$ cat config.mk
export PLATFORM = sky130hd
export DESIGN_NAME = riscv_soft_fetch
export DESIGN_NICKNAME = d
export VERILOG_FILES = /design/src/rtl/riscv_soft_fetch_pkg.sv /design/src/rtl/riscv_soft_fetch_queue.sv /design/src/rtl/riscv_soft_fetch.sv
export SDC_FILE = /design/constraint.sdc
export NUM_CORES = 1
export LEC_CHECK = 0
export ABC_AREA = 1
export CELL_PAD_IN_SITES_DETAIL_PLACEMENT = 2
export CELL_PAD_IN_SITES_GLOBAL_PLACEMENT = 2
export CORE_AREA = 2 2 130 259
export CTS_BUF_LIST = sky130_fd_sc_hd__clkbuf_16
export CTS_CLUSTER_SIZE = 25
export DETAILED_ROUTE_END_ITERATION = 8
export DIE_AREA = 0 0 132 261
export PLACE_DENSITY = 0.88
export SYNTH_ARGS = -nofsm -noshare
export SYNTH_HDL_FRONTEND = slang
export SYNTH_HIERARCHICAL = 1
export SYNTH_SLANG_ARGS = --single-unit
$ cat constraint.sdc
create_clock -name clk -period 11.2 [get_ports clk]
set_input_delay 2.24 -clock clk [delete_from_list [all_inputs] [get_ports clk]]
set_output_delay 2.24 -clock clk [all_outputs]
set_load 0.02 [all_outputs]
$ cat src/rtl/riscv_soft_fetch_pkg.sv
// Shared definitions for the soft RISC-V fetch front end: next-PC source
// encodings, the NOP word and the default reset PC.
package riscv_soft_fetch_pkg;

  localparam int unsigned XPR_LEN_DEF  = 32;
  localparam logic [31:0] RESET_PC_DEF = 32'h0000_0200;
  localparam logic [31:0] NOP_INST     = 32'h0000_0013;

  typedef enum logic [1:0] {
    PC_PLUS_4 = 2'd0,
    PC_BRANCH = 2'd1,
    PC_JUMP   = 2'd2
  } pc_src_e;

endpackage

$ cat src/rtl/riscv_soft_fetch_queue.sv
// Small synchronous FIFO of {PC, instruction} entries feeding EX; flush wins
// over push/pop in the same cycle.
module riscv_soft_fetch_queue #(
  parameter int unsigned WIDTH = 64,
  parameter int unsigned DEPTH = 2,
  parameter logic [WIDTH-1:0] RESET_ENTRY = '0,
  localparam int unsigned CW = $clog2(DEPTH + 1)
) (
  input  logic             clk,
  input  logic             reset,
  input  logic             push,
  input  logic             pop,
  input  logic             flush,
  input  logic [WIDTH-1:0] push_data,
  output logic [CW-1:0]    count,
  output logic [WIDTH-1:0] head
);

  localparam int unsigned AW = $clog2(DEPTH);

  logic [WIDTH-1:0] mem [DEPTH];
  logic [AW-1:0]    rd_ptr;
  logic [AW-1:0]    wr_ptr;

  // Pointers wrap naturally because DEPTH is a power of two.
  always_ff @(posedge clk) begin
    if (reset) begin
      rd_ptr <= '0;
      wr_ptr <= '0;
      count  <= '0;
      for (int i = 0; i < DEPTH; i++) mem[i] <= RESET_ENTRY;
    end else if (flush) begin
      rd_ptr <= '0;
      wr_ptr <= '0;
      count  <= '0;
    end else begin
      if (push) begin
        mem[wr_ptr] <= push_data;
        wr_ptr      <= wr_ptr + AW'(1);
      end
      if (pop) rd_ptr <= rd_ptr + AW'(1);
      count <= count + CW'(push) - CW'(pop);
    end
  end

  assign head = mem[rd_ptr];

  a_no_overflow: assert property (@(posedge clk) disable iff (reset || flush)
    !(push && !pop && count == CW'(DEPTH)));
  a_no_underflow: assert property (@(posedge clk) disable iff (reset || flush)
    !(pop && count == '0));

endmodule

$ cat src/rtl/riscv_soft_fetch.sv
// PIF/IF fetch front end: next-PC selection, credit-limited pipelined I-cache
// requests, wrong-path response dropping and an instruction queue toward EX.
module riscv_soft_fetch
  import riscv_soft_fetch_pkg::*;
#(
  parameter int unsigned XPR_LEN = XPR_LEN_DEF,
  parameter logic [XPR_LEN-1:0] RESET_PC = XPR_LEN'(RESET_PC_DEF),
  parameter int unsigned IQ_DEPTH = 2
) (
  input  logic               clk,
  input  logic               reset,
  input  logic [1:0]         next_PC_src_PIF,
  input  logic               branch_taken_EX,
  input  logic [XPR_LEN-1:0] branch_target_EX,
  input  logic [XPR_LEN-1:0] jump_target_EX,
  input  logic               stall_IF,
  output logic               i_cache_req_valid,
  input  logic               i_cache_req_ready,
  output logic [XPR_LEN-1:0] i_cache_req_addr,
  input  logic               i_cache_resp_valid,
  input  logic [31:0]        i_cache_resp_data,
  output logic               inst_valid_EX,
  output logic [31:0]        instruction_EX,
  output logic [XPR_LEN-1:0] PC_EX
);

  localparam int unsigned CW = $clog2(IQ_DEPTH + 1);
  localparam int unsigned SW = CW + 1;
  localparam int unsigned EW = XPR_LEN + 32;

  logic [XPR_LEN-1:0] fetch_pc;
  logic [XPR_LEN-1:0] resp_pc;
  logic [XPR_LEN-1:0] target;
  logic [CW-1:0]      outstanding;
  logic [CW-1:0]      drop_cnt;
  logic [CW-1:0]      iq_count;
  logic [EW-1:0]      head;
  logic               redirect;
  logic               req_fire;
  logic               push;
  logic               pop;

  // Redirect decision and word-aligned target from the instruction in EX.
  always_comb begin
    redirect = inst_valid_EX && !stall_IF &&
               (next_PC_src_PIF == PC_JUMP ||
                (next_PC_src_PIF == PC_BRANCH && branch_taken_EX));
    if (next_PC_src_PIF == PC_JUMP) target = {jump_target_EX[XPR_LEN-1:2], 2'b00};
    else                            target = {branch_target_EX[XPR_LEN-1:2], 2'b00};
  end

  // Credits cover both in-flight requests and queued entries, so responses
  // can always be absorbed without backpressure.
  assign i_cache_req_valid = !reset &&
                             ((SW'(outstanding) + SW'(iq_count)) < SW'(IQ_DEPTH));
  assign i_cache_req_addr  = redirect ? target : fetch_pc;
  assign req_fire          = i_cache_req_valid && i_cache_req_ready;
  assign push              = i_cache_resp_valid && !redirect && (drop_cnt == '0);
  assign pop               = inst_valid_EX && !stall_IF;

  always_ff @(posedge clk) begin
    if (reset) begin
      fetch_pc    <= RESET_PC;
      resp_pc     <= RESET_PC;
      outstanding <= '0;
      drop_cnt    <= '0;
    end else begin
      if (req_fire)      fetch_pc <= i_cache_req_addr + XPR_LEN'(4);
      else if (redirect) fetch_pc <= target;
      outstanding <= outstanding + CW'(req_fire) - CW'(i_cache_resp_valid);
      // Everything in flight before the redirect is wrong-path.
      if (redirect) begin
        drop_cnt <= outstanding - CW'(i_cache_resp_valid);
        resp_pc  <= target;
      end else if (i_cache_resp_valid) begin
        if (drop_cnt != '0) drop_cnt <= drop_cnt - CW'(1);
        else                resp_pc  <= resp_pc + XPR_LEN'(4);
      end
    end
  end

  riscv_soft_fetch_queue #(
    .WIDTH       (EW),
    .DEPTH       (IQ_DEPTH),
    .RESET_ENTRY ({RESET_PC, NOP_INST})
  ) u_iq (
    .clk       (clk),
    .reset     (reset),
    .push      (push),
    .pop       (pop),
    .flush     (redirect),
    .push_data ({resp_pc, i_cache_resp_data}),
    .count     (iq_count),
    .head      (head)
  );

  assign inst_valid_EX  = (iq_count != '0);
  assign instruction_EX = inst_valid_EX ? head[31:0] : NOP_INST;
  assign PC_EX          = head[EW-1 -: XPR_LEN];

  a_outstanding_cap: assert property (@(posedge clk) disable iff (reset)
    outstanding <= CW'(IQ_DEPTH));
  a_drop_le_outstanding: assert property (@(posedge clk) disable iff (reset)
    drop_cnt <= outstanding);
  a_no_spurious_resp: assert property (@(posedge clk) disable iff (reset)
    i_cache_resp_valid |-> (outstanding != '0));

endmodule
* Word-level counts from Yosys, hierarchy flattened
Memory sizes are Yosys's and may differ from the RTL's. A register that Yosys moved wholly into a read port is not among the register bits.
Cells that the tools add are included.
Widths: inputs -> output; s select.
** Word-level totals
- Bits in registers :: 72
- Memory bits (writable) :: 128
- Input port bits :: 104
- Output and inout port bits :: 98
- Logic and storage cells :: 64
- Memories :: 1
** Cells by class
- Add/sub/neg operators :: 11
- $lt $le $gt $ge :: 1
- Equality and inequality tests :: 3
- Multiplexer cells :: 21
- Reduce and logical (&&, ||, !) cells :: 20
** Memory list
- u_iq.mem :: depth 2, bits a word 64, rd ports 1, clocked after Yosys merged registers in 1, wr ports 2, RTL line riscv_soft_fetch_queue.sv:21 : logic [WIDTH-1:0] mem [DEPTH];
** Operators with widths (number)
- $mux 32 :: 7
- $add 32x3->32 const B :: 2
- $mux 64 :: 1
- $reduce_or 64->1 :: 1
- $mux 1 :: 10
- $reduce_bool 2->1 :: 4
- $logic_and 1x1->1 :: 7
- $mux 2 :: 3
- $sub 2x1->2 :: 3
- $add 2x1->2 :: 2
- $reduce_and 2->1 :: 2
- $add 2x2->3 :: 1
- $logic_not 1->1 :: 3
- $lt 3x2->1 const B :: 1
- $add 1x1->1 const B :: 2
- $eq 2x1->1 const B :: 1
- $eq 2x2->1 const B :: 1
- $logic_not 2->1 :: 1
- $ne 2x2->1 const B :: 1
- $reduce_or 2->1 :: 1
- $sub 2x1->2 const B :: 1
- $logic_or 1x1->1 :: 1

* Depth between registers and ports, before layout
Gate-level depths: netlist (run 1).
- Depth after elaboration :: 13
- Depth in mapped cells :: 16
- Depth with buffers taken out :: 15

* Hierarchy
Netlist (run 1), hierarchy kept.
** By module, submodules not included
- riscv_soft_fetch_queue :: times used 1, cells each 438, area each 5924.4 µm², seq. area each 3943.8 µm²
- riscv_soft_fetch :: times used 1, cells each 867, area each 4966.0 µm², seq. area each 1321.3 µm²

* Worst setup path after synthesis (run 1)
Ideal clock, no wire load.
- Kind :: input to output
- Start :: input port next_PC_src_PIF[0]
- End :: output port i_cache_req_addr[0]
- Arrival time :: 3.181 ns
- Required time :: 8.960 ns
- Setup slack :: 5.779 ns
- Stages on the path :: 7
- Path buffers :: 1
- Cells stage by stage :: inv_1 > nand2_2 > nand2_2 > nand2_4 > inv_1 > buf_1 > nor2_1
** Between the ends
- Cells in the longest elaborated chain, start to end :: 5
- Elaborated cells between the ends (all ways) :: 6
- Classes of those cells :: eq/ne: 2; mux: 1; reduce/logical: 3
** Ends and longest elaborated chain
- start, declared :: RTL line riscv_soft_fetch.sv:12 : input logic [1:0] next_PC_src_PIF,
- $eq 2x1->1 :: RTL line riscv_soft_fetch.sv:47 : (next_PC_src_PIF == PC_BRANCH && branch_taken_EX));
- $logic_and 1x1->1 :: RTL line riscv_soft_fetch.sv:47
- $logic_or 1x1->1 * :: RTL line riscv_soft_fetch.sv:46 : (next_PC_src_PIF == PC_JUMP ||
- $logic_and 1x1->1 * :: RTL line riscv_soft_fetch.sv:45 : redirect = inst_valid_EX && !stall_IF &&
- net redirect :: RTL line riscv_soft_fetch.sv:38 : logic redirect;
- $mux 32 *
- end, declared :: RTL line riscv_soft_fetch.sv:19 : output logic [XPR_LEN-1:0] i_cache_req_addr,
The timed path passes the listed nets; every way through them passes the cells marked *.

* Worst setup path in the final report (run 1)
- Start :: input port next_PC_src_PIF[0]
- End :: output port i_cache_req_addr[31]
** Between the ends
- Cells in the longest elaborated chain, start to end :: 5
- Elaborated cells between the ends (all ways) :: 7
- Classes of those cells :: eq/ne: 2; mux: 2; reduce/logical: 3
** Ends and longest elaborated chain (RTL line)
- $eq 2x1->1 :: riscv_soft_fetch.sv:47
- $logic_and 1x1->1 :: riscv_soft_fetch.sv:47
- $logic_or 1x1->1 :: riscv_soft_fetch.sv:46
- $logic_and 1x1->1 :: riscv_soft_fetch.sv:45
- $mux 32 *
Every way passes the cells marked *; elsewhere a longest branch is shown, timed or not.

==> impl_metrics.yaml, run 1 <==
synthesis:
  syn_avg_cell_area_um2: 8.35
  yosysMostFrequentCell: "nand2_1"
  synth_area_um2: 10900
  ys_seq_elements: 199
  syn_inst: 1305
  synth_common_cells: "283 x nand2_1, 186 x nor2_1, 171 x inv_1, 128 x edfxtp_1, 83 x nand3_1"
  ys_seq_area_share_pct: 48.3
  yosys-top-cells-area: "edfxtp_1 35%, dfxtp_1 13%, nand2_1 9.8%"
  synth-edff-count: 128
  synthArstFlopShare_pct: 0
  post-synth-top-area-cell: "edfxtp_1"
  netlist.area_leader.share_pct: 35.3
  yosysWarningCount: 6
  ys_types: 40
  synth_ff_type: "edfxtp_1"
clock_tree:
  cts-root-buf: "clkbuf_16"
  insertion_delay_ps: 450
  postCtsSetupBuffers: 0
  cts_num_sinks: 199
  clk_pin_slew_ps: 70
  cts_buffers: 17
  clk_path_buf_depth: 2
  cts.htree.levels: 4
  hold_buffers: 0
  cts_resized: 0
  cts_tree: "done"
worst_hold_path:
  min_delay_path_depth: 2
  whs_endpoint: "fetch_pc[0]"
  min_path_type: "register to register"
  hold_path_startpoint: "fetch_pc[0]"
final_layout:
  n_antenna_cell: 0
  drive_gt1_share_pct: 13.1
  final_cell_area_um2: 13700
  fin_nets: 1586
  syn_to_final_growth_pct: 26.1
setup_path:
  crit_required_ps: 8960
  cp_slowest_cell: "inv_1"
  cp_max_fo: 60
  reg2reg_depth: 10
  cpPeakStageDelay_ps: 720
  crit_path_start_kind: "primary input"
  r2r-start: "u_iq/count[1]"
  crit_type: "primary input to primary output"
  setup.worst_path.end_class: "primary output"
  cp_cell_sequence: "clkdlybuf4s50_1 > inv_1 > nand2_2 > nand2_2 > nand2_4 > inv_1 > nand2_1 > nand2_1 > clkdlybuf4s50_1"
  cp.arrival_ps: 6980
  reg2reg_slack_ps: 5950
  worstReg2RegEnd: "u_iq/mem[0][20]"
power:
  combPwrFrac_pct: 35.6
  peakVddDrop_mv: 0.114
  power.internal_mw: 1.67
  pwr-share-clk_pct: 26.4
  pwr-share-seq_pct: 38.0
  switchingPower_uw: 969
  power.leakage_nw: 5.40
  swShare_pct: 36.8
  powerDensity_nw_per_um2: 192
floorplan:
  ioPinCount: 202
  fp.dieArea_um2: 34500
  fp.dieH_um: 261
  coreArea_um2: 32600
  num_rows: 94
  fp.dieW_um: 132
  start_util_pct: 33.4
global_route:
  antenna_found_initial: 0
  grt_max_degree: 65
  grt_pass1_vias: 10800
  grt-ovfl-total: 0
  grt_pass1_wl_um: 59400
  groute.usage.overall_pct: 22.1
route:
  totalWireLength_um: 37900
  drt_first_pass_iters: 5
  wl_per_cell_um: 19.8
  drc: 0
  vias: 9662
  viasPerCell: 5.04
  antenna_left: 0
  first_iter_violations: 456
placement:
  place_congestion: 0.864
  dpl.hpwl_um: 27100
  io_buffer_count: 197
  place_area_um2: 13100
sta:
  fin_crit_sh_pct: 82.4
  rsz0062_at_grt: "false"
  finalSetupViolCount: 0
  hold_violations: 0
  fin_skew_ps: 10.4
  fmax_mhz: 108
  whs_ps: 469
  tns_ps: 0
  worst_slew_pin_slew_ps: 1090
  relSlewSlack_pct: 27.5
  min_period_ps: 9220
  final_max_slew_viol_count: 0
flow_run:
  drv_cap: 0
status:
  status: "complete, no violations"
-- cells by family after synthesis --
logic type                 after synthesis  synth area share (%)
xor gates and xnor gates                17                  1.37
muxes                                   64                  6.62
and+or+nand+nor                        685                  27.8
buffers and inverters                  227                  9.52
adders and majority gates                9                  1.10
AOI/OAI and AO/OA                      103                  5.18
other                                    1                0.0344
DFF                                    199                  48.3
-- sequential cells by signal (all words and copies together), names as in the netlist, named ones only --
register and cells:
drop_cnt 2, fetch_pc 32, outstanding 2, resp_pc 30, u_iq/count 2, u_iq/mem 128
u_iq/rd_ptr 1, u_iq/wr_ptr 1
-- stage by stage --
stage,total power [mW],util [%],std cells,worst slack [ps]
after floorplan,1.57,-,1306,5780
after global placement,1.90,40.2,1886,2240
after detailed placement,1.96,40.2,1886,2000
after CTS,2.67,42.2,1918,2010
after global routing,2.77,42.2,1918,1580
final,2.64,42.2,1918,1980
-- per-layer routing --
metal | global-route usage [%] | wire length (µm) | up-vias | part of all wire, %
li1 | - | - | 4538 | -
met1 | 24.3 | 14600 | 4808 | 38
met2 | 42.0 | 20700 | 249 | 55
met3 | 2.96 | 1200 | 67 | 3.2
met4 | 9.87 | 1450 | 0 | 3.8
met5 | 0 | 0 | - | 0
-- worst max-delay path: cells and delay by family --
kind | cells | cell delay, ps
simple gates | 5 | 2180
buf+inv | 4 | 2490
-- cell type report --
| class | count | area [µm²] |
|---|---|---|
| clock buffer | 17 | 425 |
| clock inverter | 15 | 228 |
| fill | 3657 | 18800 |
| inverter | 172 | 646 |
| multi-input combinational | 880 | 4610 |
| sequential | 199 | 5270 |
| tap | 432 | 541 |
| timing repair buffer | 203 | 2020 |
-- layout by cell type (no fill, tap or decap), types with 3 or more instances in the layout --
master / netlist / layout
nor4_1: 3 / 3
xnor2_1: 6 / 6
dfxtp_1: 71 / 70
mux2_2: 64 / 64
nand2_4: 2 / 4
bufinv_16: 0 / 5
o21ai_0: 45 / 45
a31oi_1: 16 / 16
nand2_1: 283 / 281
nor2_1: 186 / 186
nor3b_1: 3 / 3
nor3_1: 14 / 14
or2_2: 4 / 4
nand2_2: 5 / 5
xor2_1: 11 / 11
buf_4: 3 / 6
nand4_1: 18 / 18
clkdlybuf4s50_1: 0 / 197
ha_1: 8 / 8
nand3_1: 83 / 83
nor2_2: 76 / 75
a21oi_1: 31 / 31
inv_1: 171 / 173
nor2_4: 2 / 3
o21bai_1: 4 / 4
clkbuf_16: 0 / 17
edfxtp_1: 128 / 128
-- worst max path at each step --
| stage | slack, ps | end | depth (start not counted) | start |
|---|---|---|---|---|
| after detailed placement | 2000 | i_cache_req_addr[31] | 9 | next_PC_src_PIF[0] |
| after global placement | 2240 | i_cache_req_addr[31] | 9 | next_PC_src_PIF[0] |
| after floorplan | 5780 | i_cache_req_addr[0] | 7 | next_PC_src_PIF[0] |
| after CTS | 2010 | i_cache_req_addr[31] | 9 | next_PC_src_PIF[0] |
| final | 1980 | i_cache_req_addr[31] | 9 | next_PC_src_PIF[0] |
| after global routing | 1580 | i_cache_req_addr[31] | 9 | next_PC_src_PIF[0] |
-- power groups by stage --
stage	Sequential, mW	Clock [mW]	Combinational, mW
2_1_floorplan	0.974	0	0.593
3_3_place_gp	1.00	0	0.895
3_5_place_dp	1.02	0	0.941
4_1_cts	1.00	0.709	0.956
5_1_grt	1.01	0.735	1.02
6_report	1.00	0.695	0.940
Power figures use the tool's default switching activity.
==> inputs of run 2 (changes only) <==
Settings changed: CORE_AREA 2 2 130 259 to 2 2 136 271, DIE_AREA 0 0 132 261 to 0 0 138 273, PLACE_DENSITY 0.88 to 0.81.
Clock period 11.2 ns to 9.15 ns, I/O delays scaled along.
==> run 2 against run 1 <==
Sequential power up 21%. Total power up 17%. Worst hold slack better by 0.92 ps. Cell count up 1.4%. Utilization down 3.5 points. Combinational power up 20%.
==> impl_metrics.yaml, run 2 (synthesis gave the netlist of run 1 again) <==
power:
  power.internal_mw: 1.93
  p_total_mw: 3.09
  swShare_pct: 37.4
  combPwrFrac_pct: 36.5
  pwr-share-seq_pct: 39.1
  pwr-share-clk_pct: 24.3
  switchingPower_mw: 1.15
  peakVddDrop_mv: 0.131
  powerDensity_nw_per_um2: 225
  power.leakage_nw: 5.38
setup_path:
  reg2reg_depth: 9
  cp_slowest_cell: "clkdlybuf4s50_1"
  cp_num_cells: 9
  cp_top_family: "buffers and inverters"
  crit_required_ps: 7320
  cp.buffers_inverters: 4
  cp_cell_sequence: "clkdlybuf4s50_1 > inv_2 > nand3_1 > nand2_2 > nand2_4 > buf_4 > nand2_1 > nand2_1 > clkdlybuf4s50_1"
  cpPeakStageDelay_ps: 940
  setup.worst_path.end_class: "primary output"
  crit_type: "primary input to primary output"
  cp.arrival_ps: 5020
  cp_max_fo: 59
  crit_path_start_kind: "primary input"
route:
  drc: 0
  first_iter_violations: 299
  drt_first_pass_iters: 4
  viasPerCell: 4.88
  antenna_left: 0
  wl_per_cell_um: 18.8
  vias: 9495
  totalWireLength_um: 36500
clock_tree:
  cts_tree: "done"
  cts_resized: 0
  hold_buffers: 0
  insertion_delay_ps: 460
  clk_pin_slew_ps: 80
  postCtsSetupBuffers: 0
  cts.htree.levels: 4
  cts_buffers: 17
  cts-root-buf: "clkbuf_16"
  clk_path_buf_depth: 2
  cts_num_sinks: 199
worst_hold_path:
  min_path_type: "register to register"
  min_delay_path_depth: 2
sta:
  tns_ps: 0
  hold_violations: 0
  min_period_ps: 6850
  relSlewSlack_pct: 29.5
  setup_slack_ps: 2300
  fmax_mhz: 146
  worst_slew_pin_slew_ps: 1060
  rsz0062_at_grt: "false"
  finalSetupViolCount: 0
  fin_crit_sh_pct: 74.9
  final_max_slew_viol_count: 0
  whs_ps: 470
  fin_skew_ps: 15.5
final_layout:
  largestRegisters: "u_iq/mem: 128 flops, fetch_pc: 32 flops, resp_pc: 30 flops"
  finalNonFillerCells: 1945
  final_cell_mix: "281 x nand2_1, 197 x clkdlybuf4s50_1, 186 x nor2_1"
  layout_commonest_cell: "nand2_1"
  fin_nets: 1595
  n_antenna_cell: 0
  drive_gt1_share_pct: 13.7
  largest_reg_flops: 128
  syn_to_final_growth_pct: 26.1
  largest_register: "u_iq/mem"
floorplan:
  coreArea_um2: 35600
  start_util_pct: 30.6
  ioPinCount: 202
  fp.dieArea_um2: 37700
  num_rows: 98
  fp.dieW_um: 138
  fp.dieH_um: 273
global_route:
  groute.usage.overall_pct: 19.7
  grt_pass1_wl_um: 58000
  antenna_found_initial: 0
  grt_pass1_vias: 10500
  grt-ovfl-total: 0
  grt_max_degree: 65
placement:
  io_buffer_count: 197
  place_inst: 1913
  place_ws_ps: 2340
  dpl.hpwl_um: 27800
  place_congestion: 0.899
flow_run:
  drv_cap: 0
status:
  status: "complete, no violations"
==> run 2: cell count changes in the layout (fill, tap and decap cells not counted), sizes merged <==
cell | before | now
bufinv | 5 | 1
clkinv | 4 | 6
buf | 6 | 15
clkinvlp | 0 | 3
inv | 178 | 177
==> run 2: final cells by class <==
| class | instances | area [µm²] |
|---|---|---|
| Fill cell | 4068 | 21800 |
| Timing Repair Buffer | 212 | 2080 |
| Sequential cell | 199 | 5270 |
| Tap cell | 450 | 563 |
| Clock buffer | 17 | 425 |
| Inverter | 172 | 646 |
| Multi-Input combinational cell | 880 | 4600 |
| Clock inverter | 15 | 144 |
==> run 2: power groups by stage <==
stage	combinational (mW)	clock (mW)	sequential [mW]
floorplan	0.725	0	1.19
global placement	1.11	0	1.22
finish	1.13	0.751	1.21
CTS	1.16	0.775	1.21
detailed placement	1.15	0	1.23
global route	1.25	0.806	1.23
==> run 2: metal layers <==
metal / track usage, % / vias to the layer above / part of all wire (%)
met2: 40.5 / 186 / 59
met1: 19.1 / 4687 / 35
met4: 9.43 / 0 / 4.4
li1: - / 4556 / -
met3: 2.33 / 66 / 2.1
met5: 0 / - / 0
==> run 2: path summary, 6_finish.rpt <==
kind | startpoint | end | slack (ps)
worst max-delay path | next_PC_src_PIF[1] | i_cache_req_addr[21] | 2300
worst min-delay path | fetch_pc[0] | fetch_pc[0] | 470
worst max register to register | u_iq/count[1] | u_iq/mem[1][16] | 4750
worst min register to register | fetch_pc[0] | fetch_pc[0] | 470
==> run 2: metrics by stage <==
step / util [%] / cell area, µm²
floorplan: - / 10900
global placement: 37.0 / 13200
detailed placement: 37.0 / 13200
CTS: 38.6 / 13700
global route: 38.6 / 13700
finish: 38.6 / 13700
==> run 2: worst register-to-register path, cell delays in order (launching register included) <==
cell and delay, ps:
dfxtp_1 380, nor2_4 810, nor2_4 390, nand2_4 180, inv_1 180, buf_4 260
nor2_1 300, nand3_4 550, nand2_2 190, buf_4 700
==> inputs of run 3 (changes only) <==
Clock period 9.15 ns to 6.8 ns, I/O delays scaled along.
==> run 3 against run 2 <==
Non-clock buffer count is the same. Clock power grew 44%. Largest power group unchanged. Worst setup slack lost 1200 ps. Count of clock-buffer cells in the layout is the same. Highest routed layer unchanged. Register-to-register slack lost 1900 ps. Clock skew shrank 2.7 ps. Largest cell class unchanged. Sequential cell count is the same. Critical path depth is the same. Worst hold slack lost 5.8 ps. Combinational power grew 32%.
==> impl_metrics.yaml, run 3 (synthesis gave the netlist of run 1 again) <==
final_layout:
  fin_nets: 1595
  final_cell_mix: "281 x nand2_1, 197 x clkdlybuf4s50_1, 186 x nor2_1"
  largest_reg_flops: 128
  n_antenna_cell: 0
  drive_gt1_share_pct: 13.8
  layout_commonest_cell: "nand2_1"
  syn_to_final_growth_pct: 26.5
  largestRegisters: "u_iq/mem: 128 flops, fetch_pc: 32 flops, resp_pc: 30 flops"
  largest_register: "u_iq/mem"
global_route:
  grt-ovfl-total: 0
  grt_pass1_wl_um: 58000
  grt_use_met3_pct: 2.35
  groute.usage.overall_pct: 19.8
  busiest_layer: "met2"
  met2_usage_pct: 40.6
  grt_pass1_vias: 10400
  antenna_found_initial: 0
  grt_max_degree: 65
  met1_usage_pct: 19.1
clock_tree:
  cts.htree.levels: 4
  cts_tree: "done"
  cts-root-buf: "clkbuf_16"
  hold_buffers: 0
  clk_pin_slew_ps: 80
  postCtsSetupBuffers: 0
  insertion_delay_ps: 450
  cts_num_sinks: 199
  cts_buffers: 17
  clk_path_buf_depth: 2
  cts_resized: 0
sta:
  tns_ps: 0
  fin_skew_ps: 12.8
  rsz0062_at_grt: "false"
  fin_crit_sh_pct: 84.2
  min_period_ps: 5730
  final_max_slew_viol_count: 0
  fmax_mhz: 175
  hold_violations: 0
  worst_slew_pin_slew_ps: 977
  finalSetupViolCount: 0
  whs_ps: 464
  relSlewSlack_pct: 34.8
setup_path:
  cp_slowest_cell: "inv_1"
  cp_max_fo: 30
  crit_type: "primary input to primary output"
  setup.worst_path.end_class: "primary output"
  crit_required_ps: 5440
  cp.buffers_inverters: 4
  cp_cell_sequence: "clkdlybuf4s50_1 > inv_1 > nand2_2 > nand2_2 > nand2_4 > inv_1 > nand2_1 > nand2_1 > clkdlybuf4s50_1"
  cp_top_family: "buffers and inverters"
  crit_path_start_kind: "primary input"
  cpPeakStageDelay_ps: 650
  cp.arrival_ps: 4370
placement:
  io_buffer_count: 197
  dpl.hpwl_um: 28000
  place_congestion: 0.905
route:
  viasPerCell: 4.86
  antenna_left: 0
  drc: 0
  wl_per_cell_um: 18.9
  drt_first_pass_iters: 4
  vias: 9456
  totalWireLength_um: 36800
  first_iter_violations: 365
floorplan:
  ioPinCount: 202
  fp.dieW_um: 138
  coreArea_um2: 35600
  num_rows: 98
  fp.dieH_um: 273
  start_util_pct: 30.6
  fp.dieArea_um2: 37700
power:
  power.leakage_nw: 5.41
  powerDensity_nw_per_um2: 306
  peakVddDrop_mv: 0.178
status:
  status: "complete, no violations"
worst_hold_path:
  min_path_type: "register to register"
flow_run:
  drv_cap: 0
run 3: cell count changes in the layout (fill, tap and decap cells not counted):
cell / change
bufinv_16: +2
inv_6: -1
clkinv_1: -1
clkinv_2: +1
clkinvlp_4: -1
clkinv_4: +1
clkinvlp_2: -1
run 3: report_power, final:
part           total [mW]  switching [mW]  internal, mW
Clock                1.08           0.491         0.588
Sequential           1.65           0.154          1.49
Combinational        1.49           0.895         0.598
run 3: layout make-up:
class                   instances  area, µm²
fillers                      4085      21800
well taps                     450        563
flip-flops and latches        199       5270
repair buffers                212       2080
clock inverters                15        193
multi-input cells             880       4600
clock buffers                  17        425
inverters                     172        646
run 3: stage by stage:
stage	total power, mW	util, %	setup slack [ps]	area, µm²	instances
3_3_place_gp	3.13	37.0	916	13200	1913
5_1_grt	4.49	38.8	856	13800	1945
2_1_floorplan	2.58	-	2310	10900	1306
3_5_place_dp	3.20	37.0	769	13200	1913
4_1_cts	4.30	38.8	990	13800	1945
6_report	4.22	38.8	1070	13800	1945
run 3: layer usage:
layer  up-vias  share of wire (%)
li1       4552                  -
met1      4658                 35
met2       185                 59
met3        61                2.2
met4         0                4.0
met5         -                  0
run 3: worst reg2reg max path, stage by stage, from the launching register on:
cell and delay [ps]:
dfxtp_1 370, nor2_4 180, nor2_4 110, nand2_4 300
inv_1 340, nor2_1 410, nand3_4 470, nand2_2 790
buf_4 580
run 3: path summary, 6_finish.rpt:
check | from | to | slack [ps] | cells after the start
worst max-delay path | next_PC_src_PIF[0] | i_cache_req_addr[31] | 1070 | 9
worst min-delay path | fetch_pc[1] | fetch_pc[1] | 460 | 2
worst max register to register | u_iq/count[1] | u_iq/mem[1][43] | 2820 | 8
worst min register to register | fetch_pc[1] | fetch_pc[1] | 460 | 2
==> RTL edit 1, RTL diff (config.mk and constraints of run 3) <==
Set the package constant `XPR_LEN_DEF` to 64 (it was 32).
--- a/src/rtl/riscv_soft_fetch_pkg.sv
+++ b/src/rtl/riscv_soft_fetch_pkg.sv
@@ -2,7 +2,7 @@
 // encodings, the NOP word and the default reset PC.
 package riscv_soft_fetch_pkg;
 
-  localparam int unsigned XPR_LEN_DEF  = 32;
+  localparam int unsigned XPR_LEN_DEF  = 64;
   localparam logic [31:0] RESET_PC_DEF = 32'h0000_0200;
   localparam logic [31:0] NOP_INST     = 32'h0000_0013;
 
Interface: changed (resized PC_EX, branch_target_EX, i_cache_req_addr and jump_target_EX); port bits go from 202 to 330. The function was not compared with the original's and may differ.
==> RTL edit 1 against run 3 <==
- the flow now stops in 3_1_place_gp_skip_io
- area after synthesis grew 77%
- synthesized cell count grew 92%
==> RTL edit 1: results <==
group,metric,value,unit
status,stop_stage,"3_1_place_gp_skip_io",
synth,seq_area_frac_synth,43.9,%
status,error_line,"[ERROR GPL-0301] Utilization 103.168 % exceeds 100%.",
synth,synthArstFlopShare,0,%
synth,avgSynthCellArea,7.69,um^2
synth,synth.area.top_cells,"edfxtp_1 (30%), dfxtp_1 (14%), nand2_1 (12%), nor2_1 (8.4%), inv_1 (5.9%)",
synth,yosys_warnings,6,
synth,synth_edf_count,192,
synth,synth_common_cells,"nand2_1 (595), nor2_1 (433), inv_1 (305)",
status,status,"aborted with a tool error",
synth,ys_ff_latch,327,
synth,ys_types,53,
RTL edit 1: cell families after synthesis:
family,share of synthesized area (%)
xor gates and xnor gates,2.22
and+or+nand+nor,31.6
adders and majority gates,0.623
muxes,5.60
DFF,43.9
buffers and inverters,9.74
AOI/OAI and AO/OA,6.27
other,0.0194
==> RTL edit 2, RTL diff (settings of run 3) <==
Without the edit above. Reset style: asynchronous (`reset`), changed in 2 clocked blocks.
--- a/src/rtl/riscv_soft_fetch_queue.sv
+++ b/src/rtl/riscv_soft_fetch_queue.sv
@@ -23,7 +23,7 @@
   logic [AW-1:0]    wr_ptr;
 
   // Pointers wrap naturally because DEPTH is a power of two.
-  always_ff @(posedge clk) begin
+  always_ff @(posedge clk or posedge reset) begin
     if (reset) begin
       rd_ptr <= '0;
       wr_ptr <= '0;
--- a/src/rtl/riscv_soft_fetch.sv
+++ b/src/rtl/riscv_soft_fetch.sv
@@ -58,7 +58,7 @@
   assign push              = i_cache_resp_valid && !redirect && (drop_cnt == '0);
   assign pop               = inst_valid_EX && !stall_IF;
 
-  always_ff @(posedge clk) begin
+  always_ff @(posedge clk or posedge reset) begin
     if (reset) begin
       fetch_pc    <= RESET_PC;
       resp_pc     <= RESET_PC;
Behaviour: differs if reset is asserted again (counterexample within 4 cycles, from zero or initial values and one cycle with reset high); with reset held inactive, the same outputs for 4 cycles.
==> RTL edit 2 against run 3 <==
- synthesized cell count grew 7.5%
- design area grew 5.2%
- sequential cell count shrank 1
- area after synthesis increased by 8.9%
- via count grew 5.1%
- setup slack lost 150 ps
- non-clock buffer count is 1 higher
- critical path type unchanged
- wire length grew 0.66%
Power is not compared: it rests on default switching activity, and its combinational part moved more than twofold at a synthesized area within 25%.
==> RTL edit 2: results <==
group,metric,value,unit
status,status,"completed",
critical_path,worstSetupEndpoint,"i_cache_req_addr[26]",
critical_path,reg2reg_slack,2790,ps
critical_path,crit_path_start,"next_PC_src_PIF[0]",
critical_path,rr_startpoint,"u_iq/count[1]",
synth,synth.area.top_cells,"dfrtp_1 (40%), nand2_1 (12%), o21ai_2 (7.8%), mux2_2 (6.1%), inv_1 (5.6%)",
synth,synthArstFlopShare,100,%
detailed_routing,totalWireLength,37000,um
detailed_routing,route.vias.total,9940,
grt,grt_max_degree,97,
clocking,cts.reportedPaths.clkPinSlew,70,ps
critical_path,worstPathArrival,4520,ps
synth,synth_common_cells,"nand2_1 (384), dfrtp_1 (188), inv_1 (176)",
detailed_routing,drtPass1Iterations,4,
detailed_routing,wl_met1,13700,um
detailed_routing,top_layer_used,"met4",
pwr,peakVddDrop,0.180,mV
pwr,leakage,0.00688,uW
grt,grt_pass1_vias,11300,
detailed_routing,drt_iter0_drc,314,
placement,io_buffers,197,
grt,grt_pass1_wl,60400,um
grt,met2_usage,40.2,%
synth,ys.flop_type,"dfrtp_1",
detailed_routing,wl_met3,783,um
critical_path,rr_worst_depth,11,
sta,timing.setup.tns,0,ps
sta,hold_ws,479,ps
placement,place_congestion,0.898,
clocking,clk_path_buf_depth,2,
grt,use_met1,20.7,%
min_path,hold_class,"reg2reg",
layout,drive_above_1_share,20.5,%
placement,place_ws,821,ps
grt,grt_use_met3,2.77,%
placement,dp.cells,2004,
layout,finalNetCount,1686,
critical_path,critPathMaxFanout,31,
sta,finalClockSkew,11.1,ps
placement,placedInstanceArea,14000,um^2
clocking,cts_buffers,17,
clocking,clkLatencyLatePin,450,ps
synth,seq_area_frac_synth,41.9,%
sta,max_slew_margin,25.1,%
min_path,holdCritStartpoint,"u_iq/mem[26]",
detailed_routing,avgRoutedWirePerCell,18.2,um
synth,avgSynthCellArea,8.45,um^2
clocking,cts-resized-gates,0,
synth,ys_types,47,
min_path,min_delay_worst_endpoint,"u_iq/mem[26]",
placement,place_hpwl,28200,um
grt,track_usage,20.1,%
clocking,cts_setup_buffers,0,
critical_path,reg2reg_to,"u_iq/mem[56]",
detailed_routing,wl_met2,21200,um
## RTL edit 2: critical path, cell delays in order
cell and delay, ps:
clkdlybuf4s50_1 520, inv_2 240, nand2_4 280, nand2_4 390, nand2_8 220, inv_2 470
nand2_1 210, nand2_2 190, clkdlybuf4s50_1 630
## RTL edit 2: cells by family (layout without fill, tap and decap cells)
logic type                 Yosys count  after routing  share of synthesized area [%]
DFF                                198            198                           41.9
xor gates and xnor gates            27             27                           1.99
and+or+nand+nor                    672            672                           26.5
other                                1              2                         0.0316
muxes                               64             64                           6.08
adders and majority gates            9              9                           1.01
buffers and inverters              248            429                           10.8
AOI/OAI and AO/OA                  184            184                           11.6
## RTL edit 2: cell type report
class	count	area [um^2]
Sequential cell	198	4970
Inverter	185	699
Fill cell	4038	21100
Timing Repair Buffer	213	2100
Clock inverter	14	115
Multi-Input combinational cell	958	5620
Clock buffer	17	425
Tap cell	450	563
